--- src/rtl/cmp_pkg.sv ---
// Shared types and constants for the serial magnitude comparator.
// The counter is sized for the largest supported operand width so that one
// encoding serves every legal WIDTH setting.
package cmp_pkg;

    localparam int MAX_WIDTH = 32;
    localparam int CNT_W     = $clog2(MAX_WIDTH + 1);

    typedef enum logic [1:0] {
        IDLE  = 2'd0,
        SHIFT = 2'd1,
        DONE  = 2'd2
    } state_t;

endpackage

--- src/rtl/eq_bit_cell.sv ---
// One-bit comparison cell: reports whether two bits are equal and whether
// x is strictly greater than y. "Less than" is implied when neither is set.
module eq_bit_cell (
    input  logic x,
    input  logic y,
    output logic eq,
    output logic gt
);

    // Pure combinational compare of a single bit pair.
    always_comb begin
        eq = ~(x ^ y);
        gt = x & ~y;
    end

endmodule

--- src/rtl/serial_cmp_ctrl.sv ---
// Serial unsigned magnitude comparator. Operands are latched on an accepted
// start, then compared one bit pair per cycle from the MSB down using a single
// eq_bit_cell. The first differing pair decides the result.
// Optional build macro: SERIAL_CMP_EARLY_EXIT_EN -- when defined, the shift
// phase ends right after the first differing bit pair instead of always
// running WIDTH cycles.
module serial_cmp_ctrl
    import cmp_pkg::*;
#(
    parameter int WIDTH = 8
) (
    input  logic             clk,
    input  logic             rst_n,
    input  logic             start,
    input  logic [WIDTH-1:0] a,
    input  logic [WIDTH-1:0] b,
    output logic             busy,
    output logic             done,
    output logic             eq,
    output logic             gt,
    output logic             lt
);

    state_t             state;
    logic [WIDTH-1:0]   sh_a;
    logic [WIDTH-1:0]   sh_b;
    logic [CNT_W-1:0]   cnt;
    logic               dec_gt;
    logic               dec_lt;

    logic               cell_eq;
    logic               cell_gt;
    logic               undecided;
    logic               nxt_gt;
    logic               nxt_lt;
    logic               shift_exit;

    eq_bit_cell u_cell (
        .x  (sh_a[WIDTH-1]),
        .y  (sh_b[WIDTH-1]),
        .eq (cell_eq),
        .gt (cell_gt)
    );

    // Fold the current bit pair into the decision and decide whether this is the last shift cycle.
    always_comb begin
        undecided = ~dec_gt & ~dec_lt;
        nxt_gt    = dec_gt | (undecided & ~cell_eq &  cell_gt);
        nxt_lt    = dec_lt | (undecided & ~cell_eq & ~cell_gt);
`ifdef SERIAL_CMP_EARLY_EXIT_EN
        shift_exit = (cnt == CNT_W'(1)) | (undecided & ~cell_eq);
`else
        shift_exit = (cnt == CNT_W'(1));
`endif
    end

    // Control FSM with registered busy/done/result outputs.
    always_ff @(posedge clk or negedge rst_n) begin
        if (!rst_n) begin
            state  <= IDLE;
            sh_a   <= '0;
            sh_b   <= '0;
            cnt    <= '0;
            dec_gt <= 1'b0;
            dec_lt <= 1'b0;
            busy   <= 1'b0;
            done   <= 1'b0;
            eq     <= 1'b0;
            gt     <= 1'b0;
            lt     <= 1'b0;
        end else begin
            case (state)
                IDLE, DONE: begin
                    done <= 1'b0;
                    if (start) begin
                        sh_a   <= a;
                        sh_b   <= b;
                        cnt    <= CNT_W'(WIDTH);
                        dec_gt <= 1'b0;
                        dec_lt <= 1'b0;
                        eq     <= 1'b0;
                        gt     <= 1'b0;
                        lt     <= 1'b0;
                        busy   <= 1'b1;
                        state  <= SHIFT;
                    end else begin
                        state  <= IDLE;
                    end
                end
                SHIFT: begin
                    sh_a   <= sh_a << 1;
                    sh_b   <= sh_b << 1;
                    cnt    <= cnt - CNT_W'(1);
                    dec_gt <= nxt_gt;
                    dec_lt <= nxt_lt;
                    if (shift_exit) begin
                        busy  <= 1'b0;
                        done  <= 1'b1;
                        gt    <= nxt_gt;
                        lt    <= nxt_lt;
                        eq    <= ~nxt_gt & ~nxt_lt;
                        state <= DONE;
                    end
                end
                default: begin
                    busy  <= 1'b0;
                    done  <= 1'b0;
                    state <= IDLE;
                end
            endcase
        end
    end

endmodule
--- config.mk ---
export PLATFORM = sky130hd
export DESIGN_NAME = serial_cmp_ctrl
export DESIGN_NICKNAME = d
export VERILOG_FILES = /design/src/rtl/cmp_pkg.sv /design/src/rtl/eq_bit_cell.sv /design/src/rtl/serial_cmp_ctrl.sv
export SDC_FILE = /design/constraint.sdc
export NUM_CORES = 1
export LEC_CHECK = 0
export ABC_CLOCK_PERIOD_IN_PS = 3000
export BUFFER_PORTS_ARGS = -buffer_cell sky130_fd_sc_hd__buf_2
export CAP_MARGIN = 30
export CORE_ASPECT_RATIO = 1.5
export CORE_MARGIN = 4
export CORE_UTILIZATION = 40
export DETAILED_ROUTE_END_ITERATION = 12
export GPL_TIMING_DRIVEN = 0
export PLACE_DENSITY = 0.62
export SLEW_MARGIN = 10
export SYNTH_ARGS = -nofsm -noshare
export SYNTH_HDL_FRONTEND = slang
export SYNTH_SLANG_ARGS = --single-unit
--- constraint.sdc ---
create_clock -name clk -period 3 [get_ports clk]
set_clock_uncertainty 0.1 [all_clocks]
set_input_delay 0.45 -clock clk [delete_from_list [all_inputs] [get_ports clk]]
set_output_delay 0.45 -clock clk [all_outputs]
set_load 0.03 [all_outputs]
==> run metrics, run 1 <==
Synth Net Count=156; VDD IR max=0.533 mV; Syn-to-layout area delta=20.6%; Core Box Area=0.00319 mm^2; final worst hold slack=102 ps; Clock Latency Late Sink=280 ps; First-pass DRT Iterations=4; Setup crit start kind=flop; Die Ht=78.9 um; min Tclk post-route=1880 ps; top cell type by total area after synthesis=dfrtp_1; Leakage=0.000822 uW; Slew @ Worst Pin=666 ps; Avg Inst Size Synth=9.99 um^2; Slew HR=55.6%; Comb power frac=34.7%; worst hold-check path type=in2async; DR WL/cell=13.7 um; leading cell types by count after synthesis=dfrtp_1 (30), nand2_1 (21), nand3_1 (17), a22oi_1 (13), clkbuf_1 (8); row cnt=25; final wirelength=2.81 mm; Filler Cell Count=319; Post-synth EDFFs=0; Hold Fails Final Rpt=0; Sw Pwr=605 uW; Seq pwr share=42.0%; Synth Instances=134; sequential area share after synthesis=56.1%; CTS resizes=0; die width=55.2 um; switching share of power=37.3%; total number of vias=1100; Clk pin slew, worst setup/hold paths=60 ps; post-CTS setup repair buffer count=0; most common cell in the netlist=dfrtp_1; multi-input logic area=534 um^2; PortBufs=23; Sequential Area=751 um^2; first-pass GRT wire length=5.01 mm; CP endpoint kind=flop; Synth warnings=0; reg2reg start=cnt[1]; grt total ovfl=0; FMAX=0.531 GHz; vias per cell=5.37; status=finished, final reports clean; Pwr per Cell Area=1000 mW/mm^2; Internal Power=1020 uW; initial core utilization=42.0%; gp weighted congestion=0.765; IO Count=24; Mapped Area=0.00134 mm^2; RSZ-0062 raised after global routing=no; Tcrit/Tclk final=62.8%; CTS max path bufs=2; Total Routing Usage GR=14.9%; share of layout cells above drive strength 1=20.0%; Arr. time, crit path=1950 ps; Root Buffer=clkbuf_8; ant diodes=0; Max Fanout on Critical Path=4; worst setup path start=cnt[1]; Synth area leaders=dfrtp_1 (56%), a22oi_1 (7.3%), nand3_1 (6.4%); clock share of power=23.3%; CTS tree=built; setup TNS=0 ps; Yosys top cell area share=56.1%; Netlist cell types=26; Required @ worst endpoint=3070 ps; DRT antenna net count=0; # clock sinks=30; vias in the first global route=1129; initial antenna violation count=0; # nets final=186; residual DRC count=0; hold_buf cts=0; H-tree Lvls=2; Starting DRT DRC Count=42; CTS Buf Count=5; Max Cap Viol=0; Crit Path Class=reg2reg; prevailing post-synth register cell=dfrtp_1; Max Slew Vio Count=0; synthesized flop and latch total=30; Die ar.=0.00436 mm^2; Final Setup Violations=0; largest net degree at the start of global routing=31; DP HPWL=2.03 mm; fraction of registers with async set/reset=100%
-- stage by stage --
| step | power [uW] | instance area (um^2) | cells | setup WS [ps] | utilization [%] |
|---|---|---|---|---|---|
| 2_1_floorplan | 1090 | 1340 | 134 | 1210 | - |
| 3_3_place_gp | 1230 | 1500 | 197 | 1130 | 47.1 |
| 3_5_place_dp | 1260 | 1500 | 197 | 1120 | 47.1 |
| 4_1_cts | 1640 | 1610 | 205 | 1110 | 50.6 |
| 5_1_grt | 1770 | 1610 | 205 | 1010 | 50.6 |
| 6_report | 1620 | 1610 | 205 | 1120 | 50.6 |
-- area by class of cell --
class                   count  share of cell area, %
repair buffers             23                   7.13
flip-flops and latches     30                   46.5
multi-input cells          90                   33.1
clock buffers               8                   6.82
inverters                   5                   1.16
plain buffers               9                   2.17
well taps                  40                   3.10
-- kinds of logic (layout without fill, tap and decap cells) --
group,Yosys count,after routing,share of synthesized area (%)
and+or+nand+nor,56,56,19.4
buffers and inverters,14,45,4.02
muxes,5,5,3.74
DFF,30,30,56.1
AOI/OAI and AO/OA,26,26,13.9
adders and majority gates,3,3,2.80
-- critical path, stage by stage, from the launching register on --
cell,delay [ps]
dfrtp_1,410
inv_1,90
ha_1,130
or3b_1,360
or4_1,390
buf_2,170
mux2i_1,120
-- layer usage --
layer	vias to the layer above	global-route usage [%]	part of all wire (%)	wire length (um)
met5	-	0	0	0
met4	0	6.81	2.0	55
met3	6	5.53	6.1	172
met2	32	24.8	50	1420
met1	531	16.8	41	1160
li1	531	-	-	-
-- path summary, 6_finish.rpt --
kind                       cells after the start  slack (ps)       to
max                                            6        1120       eq
min                                            1         100   cnt[5]
max reg2reg                                    6        1120       eq
min reg2reg                                    1         390   cnt[5]
max in group asynchronous                      1        2260  sh_b[0]
min in group clk                               3         290  sh_a[6]
-- flip-flops by register name, indices dropped and copies added, names as in the netlist --
register  count
sh_a          8
sh_b          8
cnt           6
busy          1
dec_gt        1
dec_lt        1
done          1
eq            1
gt            1
lt            1
state         1
-- cell usage in the layout (no fill, tap or decap), drive strengths merged, types with 3 or more instances in the layout --
cell,count
a22oi,13
nand2,21
clkbuf,16
dfrtp,30
nand3,17
nor3,5
mux2i,5
buf,24
ha,3
inv,5
nor2,6
o21ai,5
-- power by group through the flow --
stage	Combinational, uW	Clock [uW]	Sequential (uW)
after floorplan	384	0	707
after global placement	553	0	677
after detailed placement	571	0	686
after CTS	569	389	681
after global routing	646	414	706
final	563	378	682
Power figures use the tool's default switching activity.
==> inputs of run 2 (changes only) <==
--- a/config.mk
+++ b/config.mk
@@ -5,7 +5,8 @@
 export SDC_FILE = /design/constraint.sdc
 export NUM_CORES = 1
 export LEC_CHECK = 0
-export ABC_CLOCK_PERIOD_IN_PS = 3000
+export ABC_AREA = 1
+export ABC_CLOCK_PERIOD_IN_PS = 1750
 export BUFFER_PORTS_ARGS = -buffer_cell sky130_fd_sc_hd__buf_2
 export CAP_MARGIN = 30
 export CORE_ASPECT_RATIO = 1.5
==> constraint.sdc (replaced) <==
create_clock -name clk -period 1.75 [get_ports clk]
set_clock_uncertainty 0.1 [all_clocks]
set_input_delay 0.2625 -clock clk [delete_from_list [all_inputs] [get_ports clk]]
set_output_delay 0.2625 -clock clk [all_outputs]
set_load 0.03 [all_outputs]
==> run 2 against run 1 <==
Synthesized cell count grew 14%; sequential cell count is the same; non-clock buffer count shrank 3; setup slack lost 730 ps; global-route usage shrank 0.78 points; sequential share of layout area shrank 3.7 points; highest routed layer unchanged.
==> run metrics, run 2 <==
grt total ovfl=0; Synth area leaders=dfrtp_1 (51%), nand2_1 (8.2%), inv_1 (6.1%); Post-synth EDFFs=0; Core Box Area=0.00348 mm^2; Required @ worst endpoint=1860 ps; Mapped Area=0.00147 mm^2; DP HPWL=1.98 mm; Yosys top cell area share=51.1%; die width=57.5 um; Sequential Area=751 um^2; setup TNS=0 ps; fin area=0.00175 mm^2; CTS resizes=0; post-CTS setup repair buffer count=0; Max Cap Viol=0; top cell type by total area after synthesis=dfrtp_1; r2r setup slk=390 ps; Max Slew Vio Count=0; synthesized flop and latch total=30; most frequent cells in the layout=nand2_1 (32), dfrtp_1 (30), inv_1 (24), buf_2 (24), nand3_1 (13); initial antenna violation count=0; HP Start=a[0]; CTS max path bufs=2; CP endpoint kind=flop; final worst hold slack=89.1 ps; Avg Inst Size Synth=9.60 um^2; worst hold-check path type=in2reg; Clock Latency Late Sink=280 ps; # nets final=206; H-tree Lvls=2; PortBufs=23; first-pass GRT wire length=5.02 mm; total chip power=1410 uW; vias in the first global route=1163; residual DRC count=0; reg2reg start=sh_a[7]; crit path to=lt; Crit Path Class=reg2reg; DRT antenna net count=0; multi-input logic area=563 um^2; CTS tree=built; Setup crit start kind=flop; largest net degree at the start of global routing=31; IO Count=24; status=finished, final reports clean; hold_buf cts=1; Root Buffer=clkbuf_8; min Tclk post-route=1360 ps; Die ar.=0.00473 mm^2; Synth Net Count=175; Synth Instances=153; gp weighted congestion=0.725; final wirelength=2.83 mm; Max Fanout on Critical Path=2; prevailing post-synth register cell=dfrtp_1; leading cell types by count after synthesis=nand2_1 (32), dfrtp_1 (30), inv_1 (24), nand3_1 (13), nor2_1 (8); # clock sinks=30; Slew @ Worst Pin=673 ps; R2R depth=6; Syn-to-layout area delta=19.3%; Clk pin slew, worst setup/hold paths=60 ps; Final Setup Violations=0; Placed Area=0.00164 mm^2; row cnt=26; Filler Cell Count=336; RSZ-0062 raised after global routing=no; VDD IR max=0.578 mV; initial core utilization=42.2%; FMAX=0.734 GHz; share of layout cells above drive strength 1=29.2%; Arr. time, crit path=1480 ps; Hold Fails Final Rpt=0; most common cell in the netlist=nand2_1; ant diodes=0; total number of vias=1103; CTS Buf Count=5; largest registers=sh_a (8), sh_b (8), cnt (6); R2R Path End=lt; Leakage=0.000882 uW; First-pass DRT Iterations=4; Die Ht=82.2 um; commonest non-fill, non-tap cell in the layout=nand2_1; Slew HR=55.1%; Netlist cell types=30; sequential area share after synthesis=51.1%; Total Routing Usage GR=14.1%; fraction of registers with async set/reset=100%; Synth warnings=0; Tcrit/Tclk final=77.9%; worst setup path start=sh_a[7]; DR WL/cell=12.5 um; Pwr per Cell Area=802 mW/mm^2; Starting DRT DRC Count=19; vias per cell=4.86
[run 2: cell types whose count changed after synthesis, moves of 3 or more]
cell / delta
buf_6: +3
nor3_1: -5
nand2_1: +11
o221ai_2: +4
clkbuf_1: -8
nand2_4: +3
o21ai_2: +3
mux2i_1: -5
o221ai_1: +6
a22oi_1: -13
inv_1: +20
nand3_1: -4
[run 2: worst max-delay path: stages (launching register included)]
cell and delay, ps:
dfrtp_1 390, ha_1 290, inv_1 90, nand3b_1 90
a21oi_1 190, nand2_1 80, nand2_1 60
[run 2: power by group]
group | total, uW | internal, uW | switching [uW]
logic | 34.1 | 15.3 | 18.8
clock network | 678 | 425 | 253
registers | 694 | 694 | 0
[run 2: metal layers]
metal / vias to the layer above / track usage (%) / part of all wire [%]
li1: 559 / - / -
met1: 511 / 14.4 / 42
met2: 31 / 25.5 / 51
met3: 2 / 4.98 / 6.1
met4: 0 / 6.26 / 0.71
met5: - / 0 / 0
[run 2: worst min-delay path by stage]
stage	end	slack (ps)	cells past startpoint
after floorplan	busy	-130	0
after CTS	sh_a[3]	80	3
after global placement	cnt[3]	230	1
after global routing	sh_b[0]	90	3
final	sh_a[0]	90	3
after detailed placement	cnt[3]	240	1
[run 2: final cells by class]
| cell class | count | share of cell area (%) |
|---|---|---|
| clock buffers | 7 | 4.35 |
| inverters | 27 | 6.21 |
| repair buffers | 24 | 7.14 |
| multi-input cells | 91 | 32.1 |
| flip-flops and latches | 30 | 42.8 |
| clock inverters | 1 | 1.71 |
| well taps | 42 | 3.00 |
| plain buffers | 5 | 2.64 |
[run 2: cell families (layout without fill, tap and decap cells)]
| logic type | after synthesis | after routing | synth area share, % |
|---|---|---|---|
| xor gates and xnor gates | 1 | 1 | 0.596 |
| AOI/OAI and AO/OA | 24 | 24 | 14.9 |
| and+or+nand+nor | 63 | 63 | 20.3 |
| DFF | 30 | 30 | 51.1 |
| adders and majority gates | 3 | 3 | 2.56 |
| buffers and inverters | 32 | 64 | 10.6 |
[run 2: through the flow]
step | std cells | setup slack, ps | util [%]
finish | 227 | 387 | 50.4
global route | 227 | 313 | 50.4
CTS | 227 | 392 | 50.4
detailed placement | 218 | 436 | 47.0
global placement | 218 | 451 | 47.0
floorplan | 153 | 440 | -
==> inputs of run 3 (changes only) <==
--- a/config.mk
+++ b/config.mk
@@ -6,7 +6,7 @@
 export NUM_CORES = 1
 export LEC_CHECK = 0
 export ABC_AREA = 1
-export ABC_CLOCK_PERIOD_IN_PS = 1750
+export ABC_CLOCK_PERIOD_IN_PS = 1250
 export BUFFER_PORTS_ARGS = -buffer_cell sky130_fd_sc_hd__buf_2
 export CAP_MARGIN = 30
 export CORE_ASPECT_RATIO = 1.5
@@ -14,7 +14,7 @@
 export CORE_UTILIZATION = 40
 export DETAILED_ROUTE_END_ITERATION = 12
 export GPL_TIMING_DRIVEN = 0
-export PLACE_DENSITY = 0.62
+export PLACE_DENSITY = 0.64
 export SLEW_MARGIN = 10
 export SYNTH_ARGS = -nofsm -noshare
 export SYNTH_HDL_FRONTEND = slang
==> constraint.sdc (replaced) <==
create_clock -name clk -period 1.25 [get_ports clk]
set_clock_uncertainty 0.1 [all_clocks]
set_input_delay 0.1875 -clock clk [delete_from_list [all_inputs] [get_ports clk]]
set_output_delay 0.1875 -clock clk [all_outputs]
set_load 0.03 [all_outputs]
==> run 3 against run 2 <==
The flow now finishes with violations (setup timing); critical path depth down 1; first-iteration DRC count down 21%; power up 24%; routed wire length up 10%; largest power group unchanged; via count up 0.91%; worst hold slack worse by 75 ps; setup slack worse by 450 ps; count of clock-buffer cells in the layout unchanged; final area up 9.0%; largest cell class unchanged.
==> run metrics, run 3 (synthesis gave the netlist of run 2 again) <==
Clk pin slew, worst setup/hold paths=60 ps; Clock Latency Late Sink=280 ps; Sw Pwr=372 uW; final wirelength=3.13 mm; IO Count=24; Arr. time, crit path=1370 ps; Leakage=0.000919 uW; worst hold-check path type=in2reg; Die Ht=82.2 um; VDD IR max=0.703 mV; CTS max path bufs=2; Post-Layout Cell Count=230; Max Fanout on Critical Path=2; H-tree Lvls=2; Placed Area=0.00164 mm^2; Comb power frac=2.8%; violated checks=setup timing; r2r setup slk=-60 ps; first-pass GRT wire length=5.22 mm; die width=57.5 um; setup TNS=-106 ps; CP endpoint kind=flop; PortBufs=23; # nets final=210; CTS tree=built; Seq pwr share=55.6%; initial core utilization=42.2%; HP Start=b[0]; Max Cap Viol=0; clock share of power=41.6%; Pwr per Cell Area=915 mW/mm^2; Crit Path Class=reg2reg; Hold Crit Depth=3; reg2reg start=sh_a[7]; Required @ worst endpoint=1310 ps; Slew HR=55.7%; status=finished, violations left; Die ar.=0.00473 mm^2; Core Box Area=0.00348 mm^2; vias in the first global route=1190; dpl cells=218; min Tclk post-route=1310 ps; total number of vias=1113; DRT antenna net count=0; R2R Path End=dec_lt; fin area=0.00191 mm^2; gp weighted congestion=0.774; final worst hold slack=14.5 ps; Worst Setup Slack, final=-60.6 ps; Syn-to-layout area delta=30.1%; worst hold endpoint=sh_b[0]; Final Setup Violations=2; # clock sinks=30; Internal Power=1380 uW; largest registers=sh_a (8), sh_b (8), cnt (6); DR WL/cell=13.6 um; Tcrit/Tclk final=105%; largest net degree at the start of global routing=31; Setup crit start kind=flop; Starting DRT DRC Count=15; vias per cell=4.84; RSZ-0062 raised after global routing=yes; DP HPWL=2.11 mm; FMAX=0.763 GHz; initial antenna violation count=0; worst setup path start=sh_a[7]; ant diodes=0; most frequent cells in the layout=nand2_1 (29), dfrtp_1 (29), buf_2 (23); Max Slew Vio Count=0; switching share of power=21.3%; grt total ovfl=0; share of layout cells above drive strength 1=40.4%; Root Buffer=clkbuf_8; CTS Buf Count=5; residual DRC count=0; Slew @ Worst Pin=665 ps; R2R depth=5; row cnt=26; First-pass DRT Iterations=2; Total Routing Usage GR=14.6%; Hold Fails Final Rpt=0
[run 3: layout make-up]
class,instances,area [um^2]
sequential,30,752
fill,312,1570
tap,42,52.6
timing repair inverter,1,6.26
multi-input combinational,91,689
buffer,5,72.6
clock buffer,7,76.3
inverter,27,114
timing repair buffer,27,148
[run 3: repair_timing]
item | CTS | global route
hold endpoints to repair | 30 | 0
buffers inserted | 1 | 2
endpoints found under the setup margin | 5 | 23
gates cloned | 0 | 1
gates resized for setup | 9 | 28
pin swaps | 7 | 9
hold buffers | 1 | 0
[run 3: how the worst max path moves through the flow]
stage,to,slack [ps]
finish,dec_lt,-60
global route,dec_lt,-100
CTS,dec_lt,-60
detailed placement,dec_gt,-70
floorplan,dec_gt,20
global placement,dec_lt,-50
[run 3: stage by stage]
stage	setup slack [ps]	utilization (%)	power (uW)
floorplan	19.8	-	989
global placement	-48.0	47.1	1040
detailed placement	-72.1	47.1	1040
CTS	-58.5	50.8	1760
global route	-99.5	54.9	1800
finish	-60.6	54.9	1750
[run 3: layer usage]
metal / global-route usage, % / up-vias / routed length, um
li1: - / 564 / -
met1: 16.3 / 519 / 1280
met2: 25.5 / 23 / 1630
met3: 3.73 / 7 / 132
met4: 7.19 / 0 / 79
met5: 0 / - / 0
[run 3: critical path, stage by stage (launching register included)]
cell      delay (ps)
dfrtp_1          420
ha_4             290
inv_2             40
nand3b_1          80
a21oi_2           60
or2_1            210
[run 3: power groups by stage]
stage	logic (uW)	registers (uW)	clock network, uW
after global routing	56.9	971	774
after CTS	49.4	971	741
after detailed placement	46.8	989	0
after global placement	46.2	989	0
after floorplan	0.00185	989	0
final	49.2	971	727
